### src/rtl/lock_arb_pkg.sv
// lock_arb_pkg: shared types and helpers for lock_rr_arbiter.
//   arb_state_e : arbiter FSM state (ARB_IDLE, ARB_BUSY)
//   idx_width() : width of a binary index covering n requesters (minimum 1)
package lock_arb_pkg;

  typedef enum logic {
    ARB_IDLE = 1'b0,
    ARB_BUSY = 1'b1
  } arb_state_e;

  function automatic int unsigned idx_width(input int unsigned n);
    return (n < 2) ? 1 : $clog2(n);
  endfunction

endpackage

### src/rtl/rr_pick.sv
// rr_pick: combinational masked priority picker.
//   request_i    : one bit per requester
//   ptr_i        : round-robin search start index (ignored in fixed mode)
//   mode_rr_i    : 0 = lowest index wins, 1 = search upward from ptr_i with wrap
//   winner_oh_o  : one-hot winner (all zero when request_i is zero)
//   winner_idx_o : binary winner index (zero when request_i is zero)
module rr_pick
  import lock_arb_pkg::*;
#(
  parameter  int unsigned REQ_NUM = 3,
  localparam int unsigned IW      = idx_width(REQ_NUM)
) (
  input  logic [REQ_NUM-1:0] request_i,
  input  logic [IW-1:0]      ptr_i,
  input  logic               mode_rr_i,
  output logic [REQ_NUM-1:0] winner_oh_o,
  output logic [IW-1:0]      winner_idx_o
);

  int unsigned base;
  int unsigned idx;
  logic        found;

  // Walk REQ_NUM positions starting at base; the subtract-on-overflow wrap
  // keeps non-power-of-two requester counts correct (ptr_i < REQ_NUM).
  always_comb begin
    winner_oh_o  = '0;
    winner_idx_o = '0;
    found        = 1'b0;
    idx          = 0;
    base         = mode_rr_i ? 32'(ptr_i) : 0;
    for (int unsigned k = 0; k < REQ_NUM; k++) begin
      idx = base + k;
      if (idx >= REQ_NUM) idx = idx - REQ_NUM;
      if (!found && request_i[idx]) begin
        found             = 1'b1;
        winner_oh_o[idx]  = 1'b1;
        winner_idx_o      = IW'(idx);
      end
    end
  end

endmodule

### src/rtl/lock_rr_arbiter.sv
// lock_rr_arbiter: locked-grant request arbiter, fixed or round-robin priority.
// A grant is held until the granted master pulses release_i; one idle cycle
// always separates consecutive grants.
//   clk           : system clock, rising edge
//   rstn          : asynchronous active-low reset
//   request       : per-requester request bits
//   request_valid : qualifies request, sampled only while idle
//   mode_rr       : 0 = fixed priority (lowest index), 1 = round-robin
//   release_i     : completion pulse from the granted master
//                   (named release_i because "release" is a reserved word)
//   grant         : registered one-hot grant
//   grant_index   : registered binary grant index
//   grant_valid   : registered, grant/grant_index meaningful
// Optional starvation guard: define LOCK_RR_ARBITER_STARVE_GUARD_EN.
module lock_rr_arbiter
  import lock_arb_pkg::*;
#(
  parameter  int unsigned REQ_NUM      = 3,
  parameter  int unsigned STARVE_LIMIT = 4,
  localparam int unsigned IW           = idx_width(REQ_NUM)
) (
  input  logic               clk,
  input  logic               rstn,
  input  logic [REQ_NUM-1:0] request,
  input  logic               request_valid,
  input  logic               mode_rr,
  input  logic               release_i,
  output logic [REQ_NUM-1:0] grant,
  output logic [IW-1:0]      grant_index,
  output logic               grant_valid
);

  localparam logic [IW-1:0] LAST_IDX = IW'(REQ_NUM - 1);

  arb_state_e         state_q, state_d;
  logic [IW-1:0]      ptr_q, ptr_d;
  logic [REQ_NUM-1:0] grant_q, grant_d;
  logic [IW-1:0]      idx_q, idx_d;
  logic               valid_q, valid_d;

  logic [REQ_NUM-1:0] pick_oh;
  logic [IW-1:0]      pick_idx;
  logic [REQ_NUM-1:0] win_oh;
  logic [IW-1:0]      win_idx;
  logic               arb;

  assign arb = (state_q == ARB_IDLE) && request_valid && (|request);

  rr_pick #(.REQ_NUM(REQ_NUM)) u_pick (
    .request_i    (request),
    .ptr_i        (ptr_q),
    .mode_rr_i    (mode_rr),
    .winner_oh_o  (pick_oh),
    .winner_idx_o (pick_idx)
  );

`ifdef LOCK_RR_ARBITER_STARVE_GUARD_EN
  localparam int unsigned CW = $clog2(STARVE_LIMIT + 1);
  localparam logic [CW-1:0] LIMIT = CW'(STARVE_LIMIT);

  logic [CW-1:0]      cnt_q [REQ_NUM];
  logic [CW-1:0]      cnt_d [REQ_NUM];
  logic [REQ_NUM-1:0] starved;
  logic [REQ_NUM-1:0] st_oh;
  logic [IW-1:0]      st_idx;

  always_comb begin
    starved = '0;
    for (int unsigned i = 0; i < REQ_NUM; i++) begin
      starved[i] = request[i] && (cnt_q[i] == LIMIT);
    end
  end

  // Starved requesters override the normal rule, lowest index first.
  rr_pick #(.REQ_NUM(REQ_NUM)) u_starve (
    .request_i    (starved),
    .ptr_i        ('0),
    .mode_rr_i    (1'b0),
    .winner_oh_o  (st_oh),
    .winner_idx_o (st_idx)
  );

  assign win_oh  = (|starved) ? st_oh  : pick_oh;
  assign win_idx = (|starved) ? st_idx : pick_idx;

  always_comb begin
    for (int unsigned i = 0; i < REQ_NUM; i++) begin
      cnt_d[i] = cnt_q[i];
      if (arb) begin
        if (win_oh[i])                          cnt_d[i] = '0;
        else if (request[i] && cnt_q[i] != LIMIT) cnt_d[i] = cnt_q[i] + 1'b1;
      end
    end
  end

  always_ff @(posedge clk or negedge rstn) begin
    if (!rstn) begin
      for (int unsigned i = 0; i < REQ_NUM; i++) cnt_q[i] <= '0;
    end else begin
      for (int unsigned i = 0; i < REQ_NUM; i++) cnt_q[i] <= cnt_d[i];
    end
  end
`else
  assign win_oh  = pick_oh;
  assign win_idx = pick_idx;
`endif

  always_comb begin
    state_d = state_q;
    ptr_d   = ptr_q;
    grant_d = grant_q;
    idx_d   = idx_q;
    valid_d = valid_q;
    case (state_q)
      ARB_IDLE: begin
        if (arb) begin
          grant_d = win_oh;
          idx_d   = win_idx;
          valid_d = 1'b1;
          state_d = ARB_BUSY;
          if (mode_rr) ptr_d = (win_idx == LAST_IDX) ? '0 : win_idx + 1'b1;
        end
      end
      ARB_BUSY: begin
        if (release_i) begin
          grant_d = '0;
          idx_d   = '0;
          valid_d = 1'b0;
          state_d = ARB_IDLE;
        end
      end
      default: begin
        grant_d = '0;
        idx_d   = '0;
        valid_d = 1'b0;
        state_d = ARB_IDLE;
      end
    endcase
  end

  always_ff @(posedge clk or negedge rstn) begin
    if (!rstn) begin
      state_q <= ARB_IDLE;
      ptr_q   <= '0;
      grant_q <= '0;
      idx_q   <= '0;
      valid_q <= 1'b0;
    end else begin
      state_q <= state_d;
      ptr_q   <= ptr_d;
      grant_q <= grant_d;
      idx_q   <= idx_d;
      valid_q <= valid_d;
    end
  end

  assign grant       = grant_q;
  assign grant_index = idx_q;
  assign grant_valid = valid_q;

endmodule

### config.mk
export PLATFORM = sky130hd
export DESIGN_NAME = lock_rr_arbiter
export DESIGN_NICKNAME = d
export VERILOG_FILES = /design/src/rtl/lock_arb_pkg.sv /design/src/rtl/rr_pick.sv /design/src/rtl/lock_rr_arbiter.sv
export SDC_FILE = /design/constraint.sdc
export NUM_CORES = 1
export LEC_CHECK = 0
export CAP_MARGIN = 20
export CORE_MARGIN = 2
export CORE_UTILIZATION = 50
export CTS_CLUSTER_DIAMETER = 40
export CTS_CLUSTER_SIZE = 28
export DETAILED_ROUTE_END_ITERATION = 6
export PLACE_DENSITY_LB_ADDON = 0.2
export SYNTH_ARGS = -nofsm -noshare
export SYNTH_HDL_FRONTEND = slang
export SYNTH_SLANG_ARGS = --single-unit
### constraint.sdc
create_clock -name clk -period 2.3 [get_ports clk]
set_input_delay 0.46 -clock clk [delete_from_list [all_inputs] [get_ports clk]]
set_output_delay 0.46 -clock clk [all_outputs]
set_load 0.005 [all_outputs]
[Word-level counts from Yosys, hierarchy flattened]
Cells that the tools add are included.
Storage, ports and cells
  logic and storage cells: 75
  output and inout bits: 6
  register bits: 9
Operators by class
  multiplexer cells: 37
  bitwise logic cells: 3
  reductions and logical operators: 12
  $lt $le $gt $ge: 9
  add/subtract/negate cells: 6
  eq/ne operators: 3
Operators with widths (number)
  greater-or-equal comparator 32 x 1 -> 1 bit, second input constant: 3
  greater-or-equal comparator 32 x 2 -> 1 bit, second input constant: 3
  less-than comparator 32 x 3 -> 1 bit, second input constant: 3
  two-way mux 32 bit: 3
  subtractor 32 x 2 -> 32 bit, second input constant: 3
  adder 32 x 1 -> 32 bit, second input constant: 1
  adder 32 x 2 -> 32 bit, second input constant: 1
  two-way mux 3 bit: 5
  two-way mux 2 bit: 7
  two-way mux 1 bit: 12
  logical AND 1 bit: 7
  binary-select mux 1 bit (select 2 bit): 3
  demux 1 bit (select 2 bit): 3
  bitwise OR 3 bit: 2
  case mux 3 bit (2 select lines): 1
  != test 2 bit, second input constant: 2
  case mux 1 bit (2 select lines): 2
  case mux 2 bit (2 select lines): 1
  AND reduction 3 bit: 1
  OR reduction 3 bit: 1
  adder 2 x 1 -> 2 bit, second input constant: 1
  == test 2 bit, second input constant: 1
  zero test 1 bit: 2
  AND reduction 2 bit: 1
  NOT 1 bit: 1

[Longest topological paths before layout]
Gate-level depths: netlist of run 1.
  depth in word-level cells: 14
  mapped depth: 9

[Hierarchy]
From an unflattened synthesis of run 1, not the netlist that was laid out.
Unflattened totals
  cells, all modules: 91
  area, all modules: 800.8 µm²
Modules (own cells, without submodules)
  lock_rr_arbiter: area each 416.6 µm², cells each 36, times used 1, seq. area each 225.2 µm²
  rr_pick: area each 384.1 µm², cells each 55, times used 1, seq. area each 0.0 µm²

[Worst setup path before layout of run 1]
No wires, ideal clock.
  path kind: input port to flip-flop
  start point: in mode_rr
  end point: reg grant_q[0], in the netlist grant[0]
  stages on the path: 8
  data required time: 2.196 ns
  buffers on the path: 1
  setup slack: 0.205 ns
  arrival time: 1.991 ns
  cell sequence: and2_1 ha_1 buf_6 or3b_1 a21boi_1 o21a_1 o21ai_0 a221oi_1
On the way
  cells in the longest elaborated chain, start to end: 14
  elaborated cells between the ends (all ways): 46
  classes of those cells: add/sub: 5; order compare: 9; mux: 23; bitwise: 2; reduce/logical: 7
Ends and longest elaborated chain
  start, declared: RTL line lock_rr_arbiter.sv:26  | input logic mode_rr,
  two-way mux 2 bit *: RTL line rr_pick.sv:31  | base = mode_rr_i ? 32'(ptr_i) : 0;
  adder 32 x 1 -> 32 bit (tied with other cells): RTL line rr_pick.sv:33  | idx = base + k;
  subtractor 32 x 2 -> 32 bit (tied with other cells): RTL line rr_pick.sv:34  | if (idx >= REQ_NUM) idx = idx - REQ_NUM;
  two-way mux 32 bit (tied with other cells): RTL line rr_pick.sv:34
  greater-or-equal comparator 32 x 1 -> 1 bit (not written as such) (tied with other cells): RTL line rr_pick.sv:37  | winner_oh_o[idx] = 1'b1;
  logical AND 1 bit (not written as such) (tied with other cells): RTL line rr_pick.sv:37
  two-way mux 1 bit (not written as such) (tied with other cells): RTL line rr_pick.sv:37
  demux 1 bit (select 2 bit) (tied with other cells)
  bitwise OR 3 bit (no line) or two-way mux 1 bit (tied branches)
  two-way mux 3 bit or zero test 1 bit (tied branches): RTL line rr_pick.sv:35  | if (!found && request_i[idx]) begin
  bitwise OR 3 bit (no line) or logical AND 1 bit (tied branches)
  two-way mux 3 bit *: RTL line rr_pick.sv:35
  two-way mux 3 bit *: RTL line lock_rr_arbiter.sv:116  | if (arb) begin
  case mux 3 bit (2 select lines) *: RTL line lock_rr_arbiter.sv:114  | case (state_q)
  end signal, assigned: RTL line lock_rr_arbiter.sv:151  | grant_q <= grant_d;
  end, declared: RTL line lock_rr_arbiter.sv:37  | logic [REQ_NUM-1:0] grant_q, grant_d;
Every way passes the cells marked *; elsewhere a longest branch is shown, timed or not. The select of a mux whose other input is x is not followed.
A chain may end at the register's enable or synchronous reset.

[Final worst setup path of run 1]
  start point: reg ptr_q[0]
  end point: reg idx_q[1], in the netlist grant_index[1]
On the way
  cells in the longest elaborated chain, start to end: 14
  elaborated cells between the ends (all ways): 29
  classes of those cells: add/sub: 5; order compare: 3; mux: 17; reduce/logical: 4
Ends and longest elaborated chain
  start, declared: RTL line lock_rr_arbiter.sv:36  | logic [IW-1:0] ptr_q, ptr_d;
  start signal, assigned: RTL line lock_rr_arbiter.sv:150  | ptr_q <= ptr_d;
  two-way mux 2 bit *: RTL line rr_pick.sv:31
  branches (longest 10 deep; another with adder 32 x 1 -> 32 bit)
  two-way mux 2 bit *: RTL line rr_pick.sv:35
  two-way mux 2 bit *: RTL line lock_rr_arbiter.sv:116
  case mux 2 bit (2 select lines) *: RTL line lock_rr_arbiter.sv:114
  end signal, assigned: RTL line lock_rr_arbiter.sv:152  | idx_q <= idx_d;
  end, declared: RTL line lock_rr_arbiter.sv:38  | logic [IW-1:0] idx_q, idx_d;
Every way passes the cells marked *. The select of a mux whose other input is x is not followed.

==> results of run 1 <==
worst min path at each step:
stage | to | slack [ns] | depth (start not counted)
floorplan | grant[0] | 0.16 | 0
global placement | grant_valid | 0.46 | 1
detailed placement | grant_valid | 0.47 | 1
CTS | grant_index[0] | 0.48 | 1
global route | grant[1] | 0.50 | 1
finish | grant[1] | 0.48 | 1
what timing repair did:
| item | CTS | global route |
|---|---|---|
| endpoints found under the setup margin | 6 | 6 |
| gates cloned | 0 | 0 |
| pin swaps | 0 | 2 |
| resized for setup | 5 | 7 |
cells by family after synthesis:
group	Yosys count	share of synthesized area, %
buf+inv	8	7.324
mux	8	13.80
flops	9	30.66
fa+ha+maj	4	6.815
compound gates	26	23.17
simple gates	26	18.23
layout by cell type, fill, tap and decap left out, types with 4 or more instances in the layout:
cell type / instances
dfrtp_1: 9
inv_1: 4
a21oi_1: 8
buf_4: 16
nor2_1: 8
nand2_1: 6
clkdlybuf4s50_1: 12
synthesized netlist by cell type, drive strengths merged:
master and count:
o31ai 1, a21o 3, o22ai 1, o21ai 4, nand2 7, a221oi 2
ha 4, mux2i 4, nor3b 2, a211oi 2, dfrtp 9, nor2 8
o221a 1, inv 4, nand2b 1, or3b 1, and2 2, a21oi 8
buf 4, a22oi 1, nand3b 1, mux2 4, nand3 2, o21a 2
and2b 1, nor3 1, a21boi 1
layout make-up:
cell class | count | area, um^2
fillers | 85 | 291.5
flip-flops and latches | 9 | 225.2
clock buffers | 4 | 26.28
well taps | 15 | 18.77
multi-input cells | 64 | 504.2
inverters | 4 | 15.01
repair buffers | 29 | 252.7
sequential cells by signal (all words and copies together), names as in the netlist:
name and flops:
grant 3, grant_index 2, grant_valid 1, ptr_q 2
state_q 1
worst register-to-register path, delay by kind of cell, from the launching register on:
kind,cells,cell delay (ns)
compound gates,1,0.08
fa+ha+maj,1,0.23
buf+inv,2,0.25
flops,1,0.38
mux,2,0.52
simple gates,2,0.37
stage by stage:
stage          std cells  TNS [ns]  area, um^2  total power [W]  setup WS, ns
3_3_place_gp         121    -1.983       964.7        0.0008476       -0.3420
6_report             125         0        1042         0.001061        0.3657
2_1_floorplan         81         0       734.5        0.0006174        0.2050
3_5_place_dp         121    -2.272       964.7        0.0008614       -0.3560
4_1_cts              125         0        1016         0.001030      0.006664
5_1_grt              125         0        1042         0.001133        0.2645
layer usage:
metal | up-vias | GRT usage, % | wire (um) | part of all wire, %
met3 | 5 | 8.621 | 91 | 5.2
met2 | 20 | 32.62 | 821 | 47
li1 | 349 | - | - | -
met5 | - | 0 | 0 | 0
met1 | 350 | 27.10 | 804 | 46
met4 | 0 | 9.375 | 31 | 1.8
report_power, final:
group          internal, W  leakage (nW)  total (W)  switching, W
Clock            0.0000670        0.0150   0.000125     0.0000581
Sequential        0.000218         0.111   0.000253     0.0000352
Combinational     0.000377         0.349   0.000683      0.000306
Total             0.000662         0.475    0.00106      0.000399
==> metrics, run 1 <==
status finished, final reports clean; Max Transition Viols Final 0; WP depth 8; Starting Density 55.07%; Cells after Synth 81; Detail Route Antenna Nets 0; Core Util, Final 78.14%; Std-Cell Rows 13; initial antenna violation count 0; Max transition margin 73.56%; worst flop-to-flop path startpoint ptr_q[0]; synthesis-stage register bit count 9; syn avg cell area 9.067 um^2; Pleak 0.4750 nW; Pre-Repair DR Iteration Count 5; Final Skew 0.005654 ns; Worst Path Class, Setup reg2reg; vias per cell 5.792; GRT overflow 0; Yosys warnings 0; Num CTS Buffers 3; Post-CTS Setup Inserts 0; Final Hold Vio Count 0; WP data arrival 2.09 ns; Reg2Reg Capture Point grant_index[1]; core area 1334 um^2; CTS tree built; DR iter-0 viols 11; Worst-Skew Late Latency 0.27 ns; Clock transition at path regs 0.06 ns; CP max-delay cell dfrtp_1; Die ar. 1791 um^2; Slew @ Worst Pin 0.3954 ns; vias in the first global route 665; Worst Hold Class in2async; dominant cell type by area after synthesis dfrtp_1; Buffers on Ports 13; Startpoint Class flop; unrepaired setup endpoints after global routing no; number of remaining DRC errors 0; endpoint class of the critical path flop; power per cell area 1018 nW/um^2; fin nets 123; Worst Setup SP ptr_q[0]; Hold WS 0.4779 ns; max-cap violation count 0; GPL Wtd Cong 0.8363; R2R Setup Slk 0.37 ns; Antenna Cells 0; I/O pin cnt 14; synthesized area 734.5 um^2; wire per inst 13.98 um; Hold Buf Count CTS 0; die height 42.33 um; CTS sink cnt 9; fmax 517.0 MHz; CP max FO 6; Setup crit end grant_index[1]; Synth area leaders dfrtp_1 (31%), ha_1 (6.8%), a21oi_1 (5.5%); Setup violations, final 0; Vias 724; CP delay by family, top multiplexers; clock buffer depth 2; share of Yosys cell area claimed by the top area cell type 30.66%; worst reg-to-reg path cell count 8; layout cells sized above 1 30.91%; critical-path cell list and2_4, inv_1, ha_2, buf_4, mux2i_4, nor3b_4, a211oi_2, mux2_2; CP Buf/Inv Count 2; dpl hpwl 1.330 mm; VDD IR max 573.0 uV; Cell variety after synth 32; CP peak stage delay 0.38 ns; post-synthesis sequential area ratio 30.66%; gr usage total 21.59%; final worst path period need 1.934 ns; aggregate routed wire length 1.748 mm; largest net degree at the start of global routing 10; CTS Root Cell clkbuf_4; first-pass GRT wire length 2.884 mm; fin crit share 84.10%; Area Growth Syn to Fin 41.91%; Die Span X 42.33 um; syn_nets 93; Critical Path RT 2.45 ns; htree depth 1
(Power assumes the default switching activity.)
==> run 2: changes to the inputs <==
==> constraint.sdc (replaced) <==
create_clock -name clk -period 1.9 [get_ports clk]
set_input_delay 0.38 -clock clk [delete_from_list [all_inputs] [get_ports clk]]
set_output_delay 0.38 -clock clk [all_outputs]
set_load 0.005 [all_outputs]
==> metrics, run 2 (synthesis gave the netlist of run 1 again) <==
status complete, but fails checks; failing checks setup timing; Starting Density 55.07% (unchanged); Antenna Cells 0 (unchanged); Highest Signal Layer met4; Worst Hold Class in2async; Final Hold Vio Count 0 (unchanged); Tot Pwr 0.001355 W (+28%); met2 wire len 918 um (+12%); first-pass GRT wire length 3.332 mm (+16%); Critical Path RT 2.11 ns (-0.34 ns); final worst slack -0.02279 ns (-0.3885 ns); max reg flops 3 (unchanged); most frequent cells in the layout buf_4 (21), clkdlybuf4s50_1 (12), dfrtp_1 (9); htree depth 1 (unchanged); Met1 Wirelength 902 um (+12%); Core Util, Final 83.11% (+5.0 points); Finished Cell Area 1109 um^2 (+6.4%); critical-path cell list and2_4, ha_4, nand2_1, o22ai_1, mux2_2, a22oi_2, mux2_1; Area Growth Syn to Fin 50.94%; Post-CTS Setup Inserts 0 (unchanged); Worst Setup SP ptr_q[0]; Setup violations, final 4 (+4); worst flop-to-flop path startpoint ptr_q[0]; dpl hpwl 1.486 mm (+12%); dpl cell area 1039 um^2 (+7.7%); max-cap violation count 0 (unchanged); commonest non-fill, non-tap cell in the layout buf_4; endpoint class of the critical path flop; Buffers on Ports 13 (unchanged); clock buffer depth 2 (unchanged); CP delay by family, top multiplexers; Max transition margin 71.82% (-1.7 points); DR iter-0 viols 7 (-4); fmax 520.1 MHz (+0.60%); Slew @ Worst Pin 0.4213 ns (+0.02588 ns); Hold Buf Count CTS 0 (unchanged); aggregate routed wire length 1.927 mm (+10%); I/O pin cnt 14 (unchanged); Worst-Skew Late Latency 0.28 ns (about the same); Num CTS Buffers 3 (unchanged); CTS Root Cell clkbuf_4; Die ar. 1791 um^2 (unchanged); Die Span X 42.33 um (unchanged); VDD IR max 785.3 uV (+37%); power per cell area 1223 nW/um^2 (+20%); CP Buf/Inv Count 0 (-2); GPL Wtd Cong 0.8471 (+1.3%); number of remaining DRC errors 0 (unchanged); Detail Route Antenna Nets 0 (unchanged); GRT overflow 0 (unchanged); Final Skew 0.01052 ns (+0.004867 ns); CP max FO 6 (unchanged); die height 42.33 um (unchanged); fin crit share 101.2% (+17 points); CP peak stage delay 0.39 ns (about the same); unrepaired setup endpoints after global routing yes; wire per inst 14.71 um (+5.2%); Clock transition at path regs 0.07 ns (about the same); CTS tree built; Max Transition Viols Final 0 (unchanged); Startpoint Class flop; core area 1334 um^2 (unchanged); Vias 737 (+1.8%); Std-Cell Rows 13 (unchanged); met3 WL 92 um (+1.1%); Pleak 0.5060 nW (+6.5%); final worst path period need 1.923 ns (-0.01152 ns); Final TNS setup -0.04313 ns (-0.04313 ns); initial antenna violation count 0 (unchanged); fin nets 129 (+4.9%); Worst Path Class, Setup reg2reg; Pre-Repair DR Iteration Count 4 (-1); WP data arrival 2.13 ns (+0.04 ns); layout cells sized above 1 37.07% (+6.2 points); vias per cell 5.626 (-2.9%); fillers 83 (-2.4%); CTS sink cnt 9 (unchanged); post-placement cell count 127 (+5.0%); vias in the first global route 732 (+10%); CP max-delay cell dfrtp_1; largest net degree at the start of global routing 10 (unchanged); gr usage total 25.34% (+3.7 points); Post-Layout Cell Count 131 (+4.8%)
==> run 2: area by class of cell <==
| cell class | count | area, um^2 | share of cell area (%) |
|---|---|---|---|
| clock buffers | 4 | 26.28 | 2.370 |
| repair buffers | 35 | 297.8 | 26.86 |
| flip-flops and latches | 9 | 225.2 | 20.32 |
| well taps | 15 | 18.77 | 1.693 |
| multi-input cells | 64 | 525.5 | 47.40 |
| inverters | 4 | 15.01 | 1.354 |
==> run 2: worst register-to-register path, stage by stage, from the launching register on <==
cell and delay [ns]:
dfrtp_1 0.39, and2_4 0.16, ha_4 0.29, nand2_1 0.07
o22ai_1 0.17, mux2_2 0.36, a22oi_2 0.24, mux2_1 0.17
==> run 2: repair_timing <==
item                                    CTS  global route
endpoints found under the setup margin    7             7
pin swaps                                 5             3
gates resized for setup                  11             4
==> run 2: layer usage <==
layer	GRT usage, %	up-vias
li1	-	365
met1	33.24	351
met2	36.62	16
met3	10.78	5
met4	10.00	0
met5	0	-
==> run 2: path summary, 6_finish.rpt <==
kind,slack (ns),cells after the start,to
max,-0.02,7,ptr_q[1]
min,0.40,1,grant[0]
max reg2reg,-0.02,7,ptr_q[1]
min reg2reg,0.49,1,grant_valid
max in group asynchronous,1.19,1,grant_index[1]
min in group clk,0.49,1,grant_valid
==> run 2: power breakdown <==
group / switching (W) / total [W] / internal (W)
clock network: 0.0000748 / 0.000156 / 0.0000813
logic: 0.000394 / 0.000893 / 0.000498
registers: 0.0000425 / 0.000306 / 0.000264
==> run 2: through the flow <==
step / worst slack (ns) / hold WS (ns)
3_3_place_gp: -0.5317 / 0.4598
6_report: -0.02279 / 0.4020
2_1_floorplan: -0.02238 / 0.08441
5_1_grt: -0.07434 / 0.4227
4_1_cts: -0.006238 / 0.4015
3_5_place_dp: -0.5966 / 0.4796
